$ cat src/rtl/data_ram_arbiter_if.sv
// data_ram_arbiter_if: requester ports and memoriaRAM bus of the data RAM arbiter.
interface data_ram_arbiter_if #(
    parameter int ADDR_WIDTH = 10,
    parameter int DATA_WIDTH = 32
);
    logic                  REQ0, REQ1, WE0, WE1, LOCK0, LOCK1;
    logic [ADDR_WIDTH-1:0] ADDR0, ADDR1;
    logic [DATA_WIDTH-1:0] WDATA0, WDATA1;
    logic                  GNT0, GNT1, RVALID0, RVALID1;
    logic [DATA_WIDTH-1:0] RDATA0, RDATA1;
    logic [ADDR_WIDTH-1:0] RAM_ADDRESS;
    logic                  RAM_MEM_WRITE;
    logic [DATA_WIDTH-1:0] RAM_WRITE_DATA, RAM_READ_DATA;
    modport slave (
        input  REQ0, REQ1, WE0, WE1, LOCK0, LOCK1, ADDR0, ADDR1, WDATA0, WDATA1, RAM_READ_DATA,
        output GNT0, GNT1, RVALID0, RVALID1, RDATA0, RDATA1, RAM_ADDRESS, RAM_MEM_WRITE, RAM_WRITE_DATA
    );
    modport master (
        output REQ0, REQ1, WE0, WE1, LOCK0, LOCK1, ADDR0, ADDR1, WDATA0, WDATA1, RAM_READ_DATA,
        input  GNT0, GNT1, RVALID0, RVALID1, RDATA0, RDATA1, RAM_ADDRESS, RAM_MEM_WRITE, RAM_WRITE_DATA
    );
endinterface

$ cat src/rtl/data_ram_arbiter.sv
// data_ram_arbiter: round-robin arbiter with bounded lock bursts sharing memoriaRAM between MEM stage and loader.
// Define DATA_RAM_ARB_FIXED_PRIO_EN for fixed priority (port 0 first) in IDLE.
module data_ram_arbiter #(
    parameter int ADDR_WIDTH = 10,
    parameter int DATA_WIDTH = 32,
    parameter int MAX_BURST  = 4
) (
    input logic               CLK,
    input logic               RESET_N,
    data_ram_arbiter_if.slave bus
);
    typedef enum logic [1:0] {IDLE, OWN0, OWN1} state_t;

    state_t                state_q, state_d;
    logic                  last_q, last_d;
    logic [3:0]            bcnt_q, bcnt_d, bnext;
    logic                  win0, win1, g0, g1;
    logic [DATA_WIDTH-1:0] rdata0_q, rdata0_d, rdata1_q, rdata1_d;
    logic                  rvalid0_q, rvalid0_d, rvalid1_q, rvalid1_d;

    always_comb begin
        win0 = 1'b0;
        win1 = 1'b0;
        case (state_q)
            OWN0:    win0 = bus.REQ0;
            OWN1:    win1 = bus.REQ1;
            default: begin
`ifdef DATA_RAM_ARB_FIXED_PRIO_EN
                win0 = bus.REQ0;
                win1 = bus.REQ1 & ~bus.REQ0;
`else
                win0 = bus.REQ0 & (~bus.REQ1 | last_q);
                win1 = bus.REQ1 & (~bus.REQ0 | ~last_q);
`endif
            end
        endcase
    end

    // Grants are masked while in reset so no write can land on a reset edge.
    assign g0 = win0 & RESET_N;
    assign g1 = win1 & RESET_N;
    assign bnext = bcnt_q + 4'd1;

    assign bus.GNT0           = g0;
    assign bus.GNT1           = g1;
    assign bus.RAM_ADDRESS    = g0 ? bus.ADDR0 : g1 ? bus.ADDR1 : '0;
    assign bus.RAM_MEM_WRITE  = (g0 & bus.WE0) | (g1 & bus.WE1);
    assign bus.RAM_WRITE_DATA = g0 ? bus.WDATA0 : g1 ? bus.WDATA1 : '0;
    assign bus.RDATA0         = rdata0_q;
    assign bus.RDATA1         = rdata1_q;
    assign bus.RVALID0        = rvalid0_q;
    assign bus.RVALID1        = rvalid1_q;

    always_comb begin
        state_d   = state_q;
        bcnt_d    = bcnt_q;
        last_d    = g1 ? 1'b1 : g0 ? 1'b0 : last_q;
        rvalid0_d = g0 & ~bus.WE0;
        rvalid1_d = g1 & ~bus.WE1;
        rdata0_d  = rvalid0_d ? bus.RAM_READ_DATA : rdata0_q;
        rdata1_d  = rvalid1_d ? bus.RAM_READ_DATA : rdata1_q;
        case (state_q)
            OWN0: begin
                state_d = (!g0 || !bus.LOCK0 || bnext >= 4'(MAX_BURST)) ? IDLE : OWN0;
                bcnt_d  = (state_d == IDLE) ? 4'd0 : bnext;
            end
            OWN1: begin
                state_d = (!g1 || !bus.LOCK1 || bnext >= 4'(MAX_BURST)) ? IDLE : OWN1;
                bcnt_d  = (state_d == IDLE) ? 4'd0 : bnext;
            end
            default: begin
                // A single-grant burst limit makes a lock meaningless, so stay in IDLE.
                if (MAX_BURST > 1 && ((g0 && bus.LOCK0) || (g1 && bus.LOCK1))) begin
                    state_d = g0 ? OWN0 : OWN1;
                    bcnt_d  = 4'd1;
                end
            end
        endcase
    end

    always_ff @(posedge CLK or negedge RESET_N) begin
        if (!RESET_N) begin
            state_q   <= IDLE;
            last_q    <= 1'b1;
            bcnt_q    <= 4'd0;
            rdata0_q  <= '0;
            rdata1_q  <= '0;
            rvalid0_q <= 1'b0;
            rvalid1_q <= 1'b0;
        end else begin
            state_q   <= state_d;
            last_q    <= last_d;
            bcnt_q    <= bcnt_d;
            rdata0_q  <= rdata0_d;
            rdata1_q  <= rdata1_d;
            rvalid0_q <= rvalid0_d;
            rvalid1_q <= rvalid1_d;
        end
    end
endmodule

$ cat src/flat_wrapper.sv
// flat-port wrapper written by rule: the top's interface ports become plain ports
module data_ram_arbiter_flat 
#(
    parameter int ADDR_WIDTH = 10,
    parameter int DATA_WIDTH = 32,
    parameter int MAX_BURST  = 4
)
  (CLK, RESET_N, bus_REQ0, bus_REQ1, bus_WE0, bus_WE1, bus_LOCK0, bus_LOCK1, bus_ADDR0, bus_ADDR1, bus_WDATA0, bus_WDATA1, bus_RAM_READ_DATA, bus_GNT0, bus_GNT1, bus_RVALID0, bus_RVALID1, bus_RDATA0, bus_RDATA1, bus_RAM_ADDRESS, bus_RAM_MEM_WRITE, bus_RAM_WRITE_DATA);
  data_ram_arbiter_if #(.ADDR_WIDTH(ADDR_WIDTH), .DATA_WIDTH(DATA_WIDTH)) bus_i ();
  input logic CLK;
  input logic RESET_N;
  input wire logic [$bits(bus_i.REQ0)-1:0] bus_REQ0;
  input wire logic [$bits(bus_i.REQ1)-1:0] bus_REQ1;
  input wire logic [$bits(bus_i.WE0)-1:0] bus_WE0;
  input wire logic [$bits(bus_i.WE1)-1:0] bus_WE1;
  input wire logic [$bits(bus_i.LOCK0)-1:0] bus_LOCK0;
  input wire logic [$bits(bus_i.LOCK1)-1:0] bus_LOCK1;
  input wire logic [$bits(bus_i.ADDR0)-1:0] bus_ADDR0;
  input wire logic [$bits(bus_i.ADDR1)-1:0] bus_ADDR1;
  input wire logic [$bits(bus_i.WDATA0)-1:0] bus_WDATA0;
  input wire logic [$bits(bus_i.WDATA1)-1:0] bus_WDATA1;
  input wire logic [$bits(bus_i.RAM_READ_DATA)-1:0] bus_RAM_READ_DATA;
  output wire logic [$bits(bus_i.GNT0)-1:0] bus_GNT0;
  output wire logic [$bits(bus_i.GNT1)-1:0] bus_GNT1;
  output wire logic [$bits(bus_i.RVALID0)-1:0] bus_RVALID0;
  output wire logic [$bits(bus_i.RVALID1)-1:0] bus_RVALID1;
  output wire logic [$bits(bus_i.RDATA0)-1:0] bus_RDATA0;
  output wire logic [$bits(bus_i.RDATA1)-1:0] bus_RDATA1;
  output wire logic [$bits(bus_i.RAM_ADDRESS)-1:0] bus_RAM_ADDRESS;
  output wire logic [$bits(bus_i.RAM_MEM_WRITE)-1:0] bus_RAM_MEM_WRITE;
  output wire logic [$bits(bus_i.RAM_WRITE_DATA)-1:0] bus_RAM_WRITE_DATA;
  assign bus_i.REQ0 = bus_REQ0;
  assign bus_i.REQ1 = bus_REQ1;
  assign bus_i.WE0 = bus_WE0;
  assign bus_i.WE1 = bus_WE1;
  assign bus_i.LOCK0 = bus_LOCK0;
  assign bus_i.LOCK1 = bus_LOCK1;
  assign bus_i.ADDR0 = bus_ADDR0;
  assign bus_i.ADDR1 = bus_ADDR1;
  assign bus_i.WDATA0 = bus_WDATA0;
  assign bus_i.WDATA1 = bus_WDATA1;
  assign bus_i.RAM_READ_DATA = bus_RAM_READ_DATA;
  assign bus_GNT0 = bus_i.GNT0;
  assign bus_GNT1 = bus_i.GNT1;
  assign bus_RVALID0 = bus_i.RVALID0;
  assign bus_RVALID1 = bus_i.RVALID1;
  assign bus_RDATA0 = bus_i.RDATA0;
  assign bus_RDATA1 = bus_i.RDATA1;
  assign bus_RAM_ADDRESS = bus_i.RAM_ADDRESS;
  assign bus_RAM_MEM_WRITE = bus_i.RAM_MEM_WRITE;
  assign bus_RAM_WRITE_DATA = bus_i.RAM_WRITE_DATA;
  data_ram_arbiter #(.ADDR_WIDTH(ADDR_WIDTH), .DATA_WIDTH(DATA_WIDTH), .MAX_BURST(MAX_BURST)) u_core (.CLK(CLK), .RESET_N(RESET_N), .bus(bus_i));
endmodule
$ cat config.mk
export PLATFORM = sky130hd
export DESIGN_NAME = data_ram_arbiter_flat
export DESIGN_NICKNAME = d
export VERILOG_FILES = /design/src/rtl/data_ram_arbiter_if.sv /design/src/rtl/data_ram_arbiter.sv /design/src/flat_wrapper.sv
export SDC_FILE = /design/constraint.sdc
export NUM_CORES = 1
export LEC_CHECK = 0
export BUFFER_PORTS_ARGS = -buffer_cell sky130_fd_sc_hd__buf_2
export CELL_PAD_IN_SITES_DETAIL_PLACEMENT = 1
export CELL_PAD_IN_SITES_GLOBAL_PLACEMENT = 2
export CORE_MARGIN = 2
export CORE_UTILIZATION = 25
export CTS_CLUSTER_DIAMETER = 30
export DETAILED_ROUTE_END_ITERATION = 16
export MAX_ROUTING_LAYER = met4
export PLACE_DENSITY = 0.82
export SYNTH_ARGS = -nofsm -noshare
export SYNTH_HDL_FRONTEND = slang
export SYNTH_SLANG_ARGS = --single-unit
$ cat constraint.sdc
create_clock -name CLK -period 2.8 [get_ports CLK]
set_clock_uncertainty 0.1 [all_clocks]
set_input_delay 0.42 -clock CLK [delete_from_list [all_inputs] [get_ports CLK]]
set_output_delay 0.42 -clock CLK [all_outputs]
set_load 0.01 [all_outputs]
==> results.cfg <==
[clocking]
root_buffer = clkbuf_16
clkTransAtPathRegs_ns = 0.07
clkLatencyLatePin_ns = 0.33
cts.htree.levels = 3
cts-buffers-inserted = 9
clockBufferDepth = 2
cts_tree = built
clock-sinks = 73

[grt]
first_global_vias = 3313
gr-total-overflow = 0
grt_max_degree = 73
grt_pass1_wl_um = 17180
grt_use_total_pct = 15.39
antenna_found_initial = 0

[synthesis]
synth-async-reset-ratio_pct = 100.0
synth_nets = 366
synth_cell_types = 35
netlist_area_mm2 = 0.003492
synth_largest_area_cell = dfrtp_1
synth-seq-area-share_pct = 52.35
synth.top_cells.by_area = dfrtp_1 52%, mux2_4 12%, mux2_1 11%
syn_inst = 239
ys_seq_elements = 73
synth_top_area_share_pct = 51.59
synth-edff-count = 0
yosys_warnings = 0
ys.flop_type = dfrtp_1
syn-mean-instance-area_um2 = 14.61

[detailed_routing]
dr_total_vias = 3071
drt_iter0_drc = 120
drc_errors = 0
wl_per_cell_um = 17.77
drt-pass1-iter-count = 4
vias_per_cell = 4.604
ant_nets = 0
finalWirelength_um = 11850

[critical_path]
r2r_start = u_core.state_q[1]
start_kind = flip-flop
required_ns = 2.28
rr_worst_depth = 7
worst_setup_path_end_kind = output port
cp_data_arrival_time_ns = 2.17
reg2reg_slack_ns = 0.48
critPathLaunch = u_core.state_q[1]
crit_type = flip-flop to output port
crit_end = bus_RAM_WRITE_DATA[23]
rr_endpoint = u_core.bus.RDATA0[21]
crit_fanout = 6

[floorplan]
die_area_mm2 = 0.01493
coreArea_mm2 = 0.01377
start_util_pct = 25.35
die-height_um = 122.2
num_rows = 43
die_width_um = 122.2
io_pins = 235

[run_status]
outcome = finished, final reports clean

[finish]
finalNetCount = 609
syn_to_final_growth_pct = 51.52
final_area_mm2 = 0.005291
antennaDiodeCount = 0
final_layout_size_suffix_gt1_share_pct = 62.42

[power]
pwr-share-clk_pct = 19.6
report.power.total_mw = 5.543
p_comb_share_pct = 47.2
ir_drop_mv = 0.3268
seqPwrFrac_pct = 33.2
p_leak_nw = 2.752
powerDensity_mw_per_mm2 = 1048
swShare_pct = 36.32
p_sw_mw = 2.013
internal-power_mw = 3.530

[place]
dpl_cell_area_mm2 = 0.004843
gp_congestion = 0.8489
io_buffer_count = 234
dp_hpwl_um = 8681

[sta]
grt_setup_unrepaired = no
slew_violations = 0
setup_tns_ns = 0
slew_headroom_pct = 40.36
timing.fmax_mhz = 371.4
worstMarginPinSlew_ns = 0.8946
finalHoldViolCount = 0
setup_violations = 0
period_minus_slack_ns = 2.692
fin_crit_sh_pct = 96.16

[hold_path]
hold_depth = 2
hold_class = input port to flip-flop

[run]
max_cap_violations = 0
==> metal layers <==
layer / vias up / routed length [um] / global-route usage [%]
met4: 0 / 153 / 4.598
met5: - / 0 / -
met1: 1507 / 4605 / 17.29
met3: 12 / 906 / 4.588
li1: 1389 / - / -
met2: 163 / 6188 / 26.43
==> state kept, by name, summed over array words and instances, names as in the netlist <==
name	flops
u_core.bcnt_q	4
u_core.bus.RDATA0	32
u_core.bus.RDATA1	32
u_core.bus.RVALID0	1
u_core.bus.RVALID1	1
u_core.last_q	1
u_core.state_q	2
==> cells in the final DEF, fill, tap and decap left out, types with 2 or more instances in the layout <==
cell	count
inv_6	3
buf_2	233
o21ai_0	2
a22o_1	43
nand4_1	2
buf_4	5
buf_6	5
and2_1	2
buf_12	3
clkbuf_16	12
a21oi_1	4
inv_1	3
nand2_1	3
clkinvlp_4	3
mux2_1	35
mux2_4	29
o2bb2ai_1	2
ha_1	2
dfrtp_1	72
==> cell usage after synthesis (2+ instances only) <==
master	instances
clkbuf_1	4
buf_2	5
mux2_4	29
o211ai_2	2
buf_8	3
and2b_1	2
and2_1	2
o2bb2ai_1	2
nand2_1	3
o21ai_0	2
a21oi_1	4
inv_1	4
a22o_1	43
nand4_1	2
ha_1	3
mux2_1	35
buf_6	5
dfrtp_1	72
==> timing repair <==
action | CTS | global route
setup buffers | 0 | 2
endpoints found under the setup margin | 0 | 41
hold endpoints to repair | 1 | 0
hold buffers | 1 | 0
resized for setup | 0 | 9
==> kinds of logic after synthesis <==
group / Yosys count / share of synthesized area [%]
and+or+nand+nor: 15 / 2.687
adders and majority gates: 3 / 1.075
DFF: 73 / 52.35
buffers and inverters: 22 / 4.693
AOI/OAI and AO/OA: 62 / 15.44
muxes: 64 / 23.76
==> worst max-delay path, stage by stage (launching register included) <==
cell,delay (ns)
dfrtp_1,0.42
ha_4,0.33
o211ai_4,0.08
a31oi_4,0.15
nor2b_4,0.35
clkbuf_16,0.22
a22o_1,0.14
buf_2,0.14
==> worst min-delay path by stage <==
stage                           from  slack [ns]               endpoint
5_1_grt         bus_RAM_READ_DATA[8]        0.21   u_core.bus.RDATA0[8]
3_5_place_dp                 RESET_N        0.33          u_core.last_q
2_1_floorplan                RESET_N        0.02       u_core.bcnt_q[0]
6_report       bus_RAM_READ_DATA[11]        0.22  u_core.bus.RDATA0[11]
4_1_cts        bus_RAM_READ_DATA[15]        0.21  u_core.bus.RDATA0[15]
3_3_place_gp                 RESET_N        0.33          u_core.last_q
==> final cells by class <==
type | instances | area [um^2]
Fill cell | 1558 | 8482
Sequential cell | 73 | 1828
Multi-Input combinational cell | 144 | 1530
Timing Repair Buffer | 250 | 1408
Clock buffer | 9 | 225.2
Tap cell | 180 | 225.2
Clock inverter | 7 | 60.06
Inverter | 4 | 15.01
==> power groups by stage <==
stage          logic (mW)  clock network, mW  registers, mW
2_1_floorplan        1.23                  0           2.06
3_3_place_gp         2.43                  0           1.81
3_5_place_dp         2.48                  0           1.85
4_1_cts              2.50               1.12           1.85
5_1_grt              2.83               1.17           1.92
6_report             2.61               1.09           1.84
==> per-stage QoR <==
step	worst slack, ns	hold slack, ns	cells	util (%)
floorplan	0.4754	0.02441	239	-
global placement	0.4443	0.3277	643	35.17
detailed placement	0.3719	0.3299	643	35.17
CTS	0.004794	0.2076	660	37.31
global route	0.003207	0.2093	667	38.42
finish	0.1076	0.2163	667	38.42
Note: power is estimated with default switching activity, not from simulation.
